## src/rtl/stencil_feeder.sv

```systemverilog
// stencil_feeder: upstream stage of the per-point calculation core.
//
// Accepts one radial sweep of N_POINTS grid samples as a valid/ready stream,
// keeps a 5-deep window per field and issues one stencil window per interior
// point (i = 2 .. N_POINTS-3) to the core. Each issue is a single-cycle
// core_start. The next window is filled only after a rising edge of
// core_finish. The two boundary points at each end are never issued.
//
// Handshake: a sample transfers on a rising clk edge where
// in_valid & in_ready are both high. in_ready is high only in FILL and never
// depends combinationally on in_valid. The upstream holds its data stable
// while in_valid is high and in_ready is low.
//
// Ports:
//   clk, rst_n                  clock, asynchronous active-low reset
//   sweep_start                 pulse, begins a sweep (honoured only in IDLE)
//   in_valid / in_ready         sample stream handshake
//   in_alpha .. in_r            sample fields, DW bits each
//   alpha*/phi*/psi* windows    isub_2 = oldest .. iadd_2 = newest sample
//   r_i, K_i, pi_m_i            centre-point values
//   core_start / core_finish    one-cycle start to core / finish level from core
//   centre_idx                  grid index of the issued centre point
//   busy                        high in every state except IDLE
//   sweep_done                  one-cycle pulse when all windows completed
//   timeout_err                 sticky, core did not finish within TIMEOUT cycles
//   dbg_state                   current FSM state (IDLE=0 FILL=1 ISSUE=2 WAIT=3 DONE=4)
module stencil_feeder #(
    parameter int DW       = 64,
    parameter int N_POINTS = 64,
    parameter int CW       = 16,
    parameter int TIMEOUT  = 1024
) (
    input  logic          clk,
    input  logic          rst_n,
    input  logic          sweep_start,
    input  logic          in_valid,
    output logic          in_ready,
    input  logic [DW-1:0] in_alpha,
    input  logic [DW-1:0] in_phi,
    input  logic [DW-1:0] in_psi,
    input  logic [DW-1:0] in_K,
    input  logic [DW-1:0] in_pi_m,
    input  logic [DW-1:0] in_r,
    output logic [DW-1:0] alphaisub_2,
    output logic [DW-1:0] alphaisub_1,
    output logic [DW-1:0] alpha_i,
    output logic [DW-1:0] alphaiadd_1,
    output logic [DW-1:0] alphaiadd_2,
    output logic [DW-1:0] phiisub_2,
    output logic [DW-1:0] phiisub_1,
    output logic [DW-1:0] phi_i,
    output logic [DW-1:0] phiiadd_1,
    output logic [DW-1:0] phiiadd_2,
    output logic [DW-1:0] psiisub_2,
    output logic [DW-1:0] psiisub_1,
    output logic [DW-1:0] psi_i,
    output logic [DW-1:0] psiiadd_1,
    output logic [DW-1:0] psiiadd_2,
    output logic [DW-1:0] r_i,
    output logic [DW-1:0] K_i,
    output logic [DW-1:0] pi_m_i,
    output logic          core_start,
    input  logic          core_finish,
    output logic [CW-1:0] centre_idx,
    output logic          busy,
    output logic          sweep_done,
    output logic          timeout_err,
    output logic [2:0]    dbg_state
);

    localparam int TW = $clog2(TIMEOUT + 1);
    localparam logic [CW-1:0] LAST_OUT  = CW'(N_POINTS - 4);
    localparam logic [TW-1:0] TIMER_MAX = TW'(TIMEOUT - 1);

    typedef enum logic [2:0] {
        S_IDLE  = 3'd0,
        S_FILL  = 3'd1,
        S_ISSUE = 3'd2,
        S_WAIT  = 3'd3,
        S_DONE  = 3'd4
    } state_t;

    state_t        state_q;
    logic          in_ready_q;
    logic          core_start_q;
    logic          busy_q;
    logic          sweep_done_q;
    logic          timeout_err_q;
    logic          finish_q;
    logic [CW-1:0] in_cnt_q;
    logic [CW-1:0] out_cnt_q;
    logic [CW-1:0] centre_idx_q;
    logic [TW-1:0] timer_q;

    // Window registers: index 0 is the oldest sample (s0), 4 the newest (s4).
    // r/K/pi_m only need their centre value, so they keep s2..s4 (index 0 = s2).
    logic [DW-1:0] alpha_q [5];
    logic [DW-1:0] phi_q   [5];
    logic [DW-1:0] psi_q   [5];
    logic [DW-1:0] r_q     [3];
    logic [DW-1:0] k_q     [3];
    logic [DW-1:0] pi_m_q  [3];

    logic accept;
    logic fin_edge;

    assign accept   = in_valid & in_ready_q;
    // Only a rising edge counts, so a level left high from the previous
    // window cannot complete the current one.
    assign fin_edge = core_finish & ~finish_q;

    always_ff @(posedge clk or negedge rst_n) begin
        if (!rst_n) begin
            state_q       <= S_IDLE;
            in_ready_q    <= 1'b0;
            core_start_q  <= 1'b0;
            busy_q        <= 1'b0;
            sweep_done_q  <= 1'b0;
            timeout_err_q <= 1'b0;
            finish_q      <= 1'b0;
            in_cnt_q      <= '0;
            out_cnt_q     <= '0;
            centre_idx_q  <= '0;
            timer_q       <= '0;
        end else begin
            finish_q <= core_finish;
            case (state_q)
                S_IDLE: begin
                    if (sweep_start) begin
                        state_q       <= S_FILL;
                        in_ready_q    <= 1'b1;
                        busy_q        <= 1'b1;
                        in_cnt_q      <= '0;
                        out_cnt_q     <= '0;
                        timeout_err_q <= 1'b0;
                        timer_q       <= '0;
                    end
                end
                S_FILL: begin
                    if (accept) begin
                        in_cnt_q <= in_cnt_q + CW'(1);
                        // Five beats complete the first window; afterwards
                        // every beat completes one.
                        if (in_cnt_q >= CW'(4)) begin
                            state_q      <= S_ISSUE;
                            in_ready_q   <= 1'b0;
                            core_start_q <= 1'b1;
                            centre_idx_q <= out_cnt_q + CW'(2);
                        end
                    end
                end
                S_ISSUE: begin
                    core_start_q <= 1'b0;
                    timer_q      <= '0;
                    state_q      <= S_WAIT;
                end
                S_WAIT: begin
                    // A finish edge in the same cycle as expiry still completes.
                    if (fin_edge) begin
                        out_cnt_q <= out_cnt_q + CW'(1);
                        timer_q   <= '0;
                        if (out_cnt_q + CW'(1) == LAST_OUT) begin
                            state_q      <= S_DONE;
                            sweep_done_q <= 1'b1;
                        end else begin
                            state_q    <= S_FILL;
                            in_ready_q <= 1'b1;
                        end
                    end else if (timer_q == TIMER_MAX) begin
                        timeout_err_q <= 1'b1;
                        timer_q       <= '0;
                        busy_q        <= 1'b0;
                        state_q       <= S_IDLE;
                    end else begin
                        timer_q <= timer_q + TW'(1);
                    end
                end
                S_DONE: begin
                    sweep_done_q <= 1'b0;
                    busy_q       <= 1'b0;
                    state_q      <= S_IDLE;
                end
                default: begin
                    state_q    <= S_IDLE;
                    in_ready_q <= 1'b0;
                    busy_q     <= 1'b0;
                end
            endcase
        end
    end

    always_ff @(posedge clk or negedge rst_n) begin
        if (!rst_n) begin
            for (int j = 0; j < 5; j++) begin
                alpha_q[j] <= '0;
                phi_q[j]   <= '0;
                psi_q[j]   <= '0;
            end
            for (int j = 0; j < 3; j++) begin
                r_q[j]    <= '0;
                k_q[j]    <= '0;
                pi_m_q[j] <= '0;
            end
        end else if (accept) begin
            for (int j = 0; j < 4; j++) begin
                alpha_q[j] <= alpha_q[j+1];
                phi_q[j]   <= phi_q[j+1];
                psi_q[j]   <= psi_q[j+1];
            end
            alpha_q[4] <= in_alpha;
            phi_q[4]   <= in_phi;
            psi_q[4]   <= in_psi;
            for (int j = 0; j < 2; j++) begin
                r_q[j]    <= r_q[j+1];
                k_q[j]    <= k_q[j+1];
                pi_m_q[j] <= pi_m_q[j+1];
            end
            r_q[2]    <= in_r;
            k_q[2]    <= in_K;
            pi_m_q[2] <= in_pi_m;
        end
    end

    assign in_ready    = in_ready_q;
    assign core_start  = core_start_q;
    assign busy        = busy_q;
    assign sweep_done  = sweep_done_q;
    assign timeout_err = timeout_err_q;
    assign centre_idx  = centre_idx_q;
    assign dbg_state   = state_q;

    assign alphaisub_2 = alpha_q[0];
    assign alphaisub_1 = alpha_q[1];
    assign alpha_i     = alpha_q[2];
    assign alphaiadd_1 = alpha_q[3];
    assign alphaiadd_2 = alpha_q[4];
    assign phiisub_2   = phi_q[0];
    assign phiisub_1   = phi_q[1];
    assign phi_i       = phi_q[2];
    assign phiiadd_1   = phi_q[3];
    assign phiiadd_2   = phi_q[4];
    assign psiisub_2   = psi_q[0];
    assign psiisub_1   = psi_q[1];
    assign psi_i       = psi_q[2];
    assign psiiadd_1   = psi_q[3];
    assign psiiadd_2   = psi_q[4];
    assign r_i         = r_q[0];
    assign K_i         = k_q[0];
    assign pi_m_i      = pi_m_q[0];

endmodule

```

## config.mk

```make
export PLATFORM = sky130hd
export DESIGN_NAME = stencil_feeder
export DESIGN_NICKNAME = d
export VERILOG_FILES = /design/src/rtl/stencil_feeder.sv
export SDC_FILE = /design/constraint.sdc
export NUM_CORES = 2
export LEC_CHECK = 0
export BUFFER_PORTS_ARGS = -buffer_cell sky130_fd_sc_hd__buf_2
export CAP_MARGIN = 20
export CORE_AREA = 2 2 605 607
export DETAILED_ROUTE_END_ITERATION = 12
export DIE_AREA = 0 0 607 609
export HOLD_SLACK_MARGIN = 0.15
export MAX_ROUTING_LAYER = met4
export PLACE_DENSITY_LB_ADDON = 0.1
export SYNTH_ARGS = -nofsm -noshare
export SYNTH_HDL_FRONTEND = slang
export SYNTH_SLANG_ARGS = --single-unit
```

## constraint.sdc

```tcl
create_clock -name clk -period 2.97 [get_ports clk]
set_input_delay 0.1485 -clock clk [delete_from_list [all_inputs] [get_ports clk]]
set_output_delay 0.1485 -clock clk [all_outputs]
set_load 0.05 [all_outputs]
```

==> impl_metrics.toml <==
[synthesis]
synth_area_leader_cell = "dfrtp_1"
synth_area_leaders = "dfrtp_1 64%, nand2_1 28%, buf_4 2.3%, clkbuf_1 2.1%, o21ai_0 0.51%"
synth_enable_flop_cells = 0
postSynthNetCount = 7489
async_reset_ff_share_pct = 100
synth-warning-count = 0
netlist-cell-type-count = 50
synth_top_area_share_pct = 64.4
syn_area_per_cell_um2 = 8.78
seq_area_frac_synth_pct = 64.4
ys_seq_elements = 1604
syn_area_um2 = 62300
synthFlopType = "dfrtp_1"
postSynthCellCount = 7094
yosys.cell_count.top_type = "nand2_1"
yosys-top-cells-count = "4,651 x nand2_1, 1,604 x dfrtp_1, 353 x clkbuf_1, 192 x buf_4, 63 x o21ai_0"

[clock_network]
tritoncts_clock_tree = "yes"
clock-root-buffer = "clkbuf_16"
worst_skew_pair.late_latency_ns = 0.85
cts_max_level = 4
path_clk_slew_ns = 0.06
cts_inserted_buffers = 206
cts_resized = 0
clock_path_buffers = 4
cts.sinks = 1604

[setup_path]
sort_of_element_at_the_start_of_the_critical_path = "flop"
timing.critical_path.required_ns = 3.69
launching_instance_or_port_of_the_critical_path = "out_cnt_q[0]"
critPathCaptureType = "flop"
cp.arrival_ns = 3.30
critPathKind = "flop to flop"
reg2reg_from = "out_cnt_q[0]"
worstPathMaxFanout = 8

[floorplan]
design.portCount = 1565
design.die.area_um2 = 370000
starting_utilization_of_the_core_area_pct = 17.1
die_width_um = 607
placeableCoreArea_um2 = 364000
fp-row-count = 222
dieHeight_um = 609

[sta]
final_setup_vio_count = 0
finalMaxSlewViolations = 0
max_freq_ghz = 0.388
final.setup.tns_ns = 0
slew_headroom_pct = 41.1
worst_pin_slew_ns = 0.884
timing.final.crit_period_ns = 2.58
worst_hold_slack_ns = 0.195
finalHoldViolations = 0
timing.clock.skew_ns = 0.0623
period_share_pct = 86.9
setup_repair_after_global_routing_missed_its_margin = "no"

[pwr]
pwr-share-seq_pct = 33.7
power_switching_share_pct = 50.6
p_int_mw = 54.8
p_leak_nw = 48.6
worst_ir_drop_on_vdd_v = 0.000483
power_frac_comb_pct = 43.8
netSwitchingPower_mw = 56.2
power_frac_clock_pct = 22.6
power.density_nw_per_um2 = 1230

[layout]
final_cells = 14300
flow.area_growth_from_synthesis_pct = 44.3
finish.instance_area_um2 = 89900
drive_gt1_share_pct = 21.3
top_regs = "k_q (128), pi_m_q (128), r_q (128)"
finish.net_count = 9662

[routing]
drt_first_iter_violations = 3245
route.vias.total = 53300
postRouteAntennaNets = 0
postRouteWirelength_mm = 285
route.detailed.drc = 0
avgRoutedWirePerCell_um = 20.0
post_drt_via_cell_ratio = 3.73
number_of_search_and_repair_iterations_in_the_first_detailed_routing_pass = 7

[global_routing]
gr-usage-all-layers_pct = 15.5
grt_first_pass_wirelength_mm = 407
grt_overflow = 0
first_global_vias = 55000
grt_start_max_net_pins = 167
grt_antenna_before_repair = 54

[placement]
io_buffers = 1564
place_hpwl_mm = 209
placement.cell_area_um2 = 74800
dpl.cell_count = 13000
gpl_wtd_cong = 0.852

[worst_hold_path]
timing.hold.worst.class = "input pin to async pin"

[run_status]
status = "finished, final reports clean"

[job]
drv_cap = 0
[layout make-up]
class / instances / area [µm²]
Fill cell: 40100 / 274000
Timing Repair Buffer: 2525 / 17800
Clock buffer: 305 / 5960
Antenna cell: 40 / 100
Clock inverter: 47 / 631
Multi-Input combinational cell: 4922 / 19200
Inverter: 8 / 30.0
Tap cell: 4816 / 6030
Sequential cell: 1604 / 40100
[power by group through the flow]
stage                     logic [mW]  clock network (mW)  registers, mW
after CTS                       49.6                26.2           37.6
final                           48.6                25.0           37.4
after detailed placement        48.3                   0           37.8
after global routing            51.7                27.0           38.6
after global placement          48.4                   0           37.7
after floorplan                 15.3                   0           54.1
[cell usage in the layout, fill, tap and decap left out, types with 4 or more instances in the layout]
cell type      Yosys  final
nor3_1             9      9
xnor2_1           19     19
xor2_1            11     11
o31ai_1           11     11
dlygate4sd3_1      0    837
nor2b_1            6      6
clkbuf_8           6     43
a31oi_1            5      5
clkinv_2           0     24
dfrtp_1         1604   1604
o41ai_1            4      4
ha_1               6      6
nor4_1             7      7
nand3_1           23     23
a21oi_1            5      5
inv_1              8      8
diode_2            0     40
nor2_1            41     41
and3_1             8      8
clkbuf_1         353     56
clkbuf_16          0    206
buf_12             0     52
o21ai_0           63     63
nand4_1           13     13
buf_4            192     72
buf_2              0   1563
nand2_1         4651   4650
bufinv_16          0     10
[path summary, 6_finish.rpt]
| path | to | slack [ns] | cells after the start |
|---|---|---|---|
| max | dbg_state[0] | 0.39 | 7 |
| min | K_i[22] | 0.19 | 3 |
| max reg2reg | dbg_state[0] | 0.39 | 7 |
| min reg2reg | r_i[36] | 0.43 | 2 |
| max in group asynchronous | phiisub_1[24] | 1.93 | 3 |
| min in group clk | busy | 0.27 | 4 |
[layer usage]
layer | vias up | global-route usage (%) | share of wire (%) | wire length [µm]
met3 | 376 | 4.57 | 7.0 | 19900
li1 | 25800 | - | - | -
met2 | 1235 | 27.0 | 52 | 147000
met1 | 25900 | 16.8 | 38 | 109000
met4 | 0 | 4.63 | 3.2 | 9120
met5 | - | - | 0 | 0
[repair_timing]
action,in CTS,in global routing
hold endpoints to repair,2135,0
hold buffers,838,0
buffers inserted,0,0
[cells by family (layout without fill, tap and decap cells)]
| logic type | count (synthesis) | after routing | share of synthesized area, % |
|---|---|---|---|
| multiplexers | 4 | 4 | 0.0683 |
| flip-flops | 1604 | 1604 | 64.4 |
| buffers and inverters | 568 | 2885 | 4.76 |
| AO/OA/AOI/OAI | 103 | 103 | 1.03 |
| adder cells (fa/ha/maj) | 6 | 6 | 0.120 |
| other | 0 | 40 | 0 |
| AND/OR/NAND/NOR | 4779 | 4779 | 29.2 |
| XOR/XNOR | 30 | 30 | 0.422 |
[critical path, stage by stage, from the launching register on]
cell and delay [ns]:
dfrtp_1 0.47, ha_1 0.30, nand4_1 0.17, or4_4 0.59, o21ai_0 0.28, nand3_2 0.18
o31ai_1 0.34, a211oi_1 0.12
[metrics by stage]
step | util, % | worst slack [ns] | total power [mW]
2_1_floorplan | - | 0.703 | 69.4
3_3_place_gp | 20.6 | 0.473 | 86.0
3_5_place_dp | 20.6 | 0.378 | 86.2
4_1_cts | 24.7 | 0.364 | 113
5_1_grt | 24.7 | 0.219 | 117
6_report | 24.7 | 0.390 | 111
No activity file was read; power rests on OpenSTA's default activity.
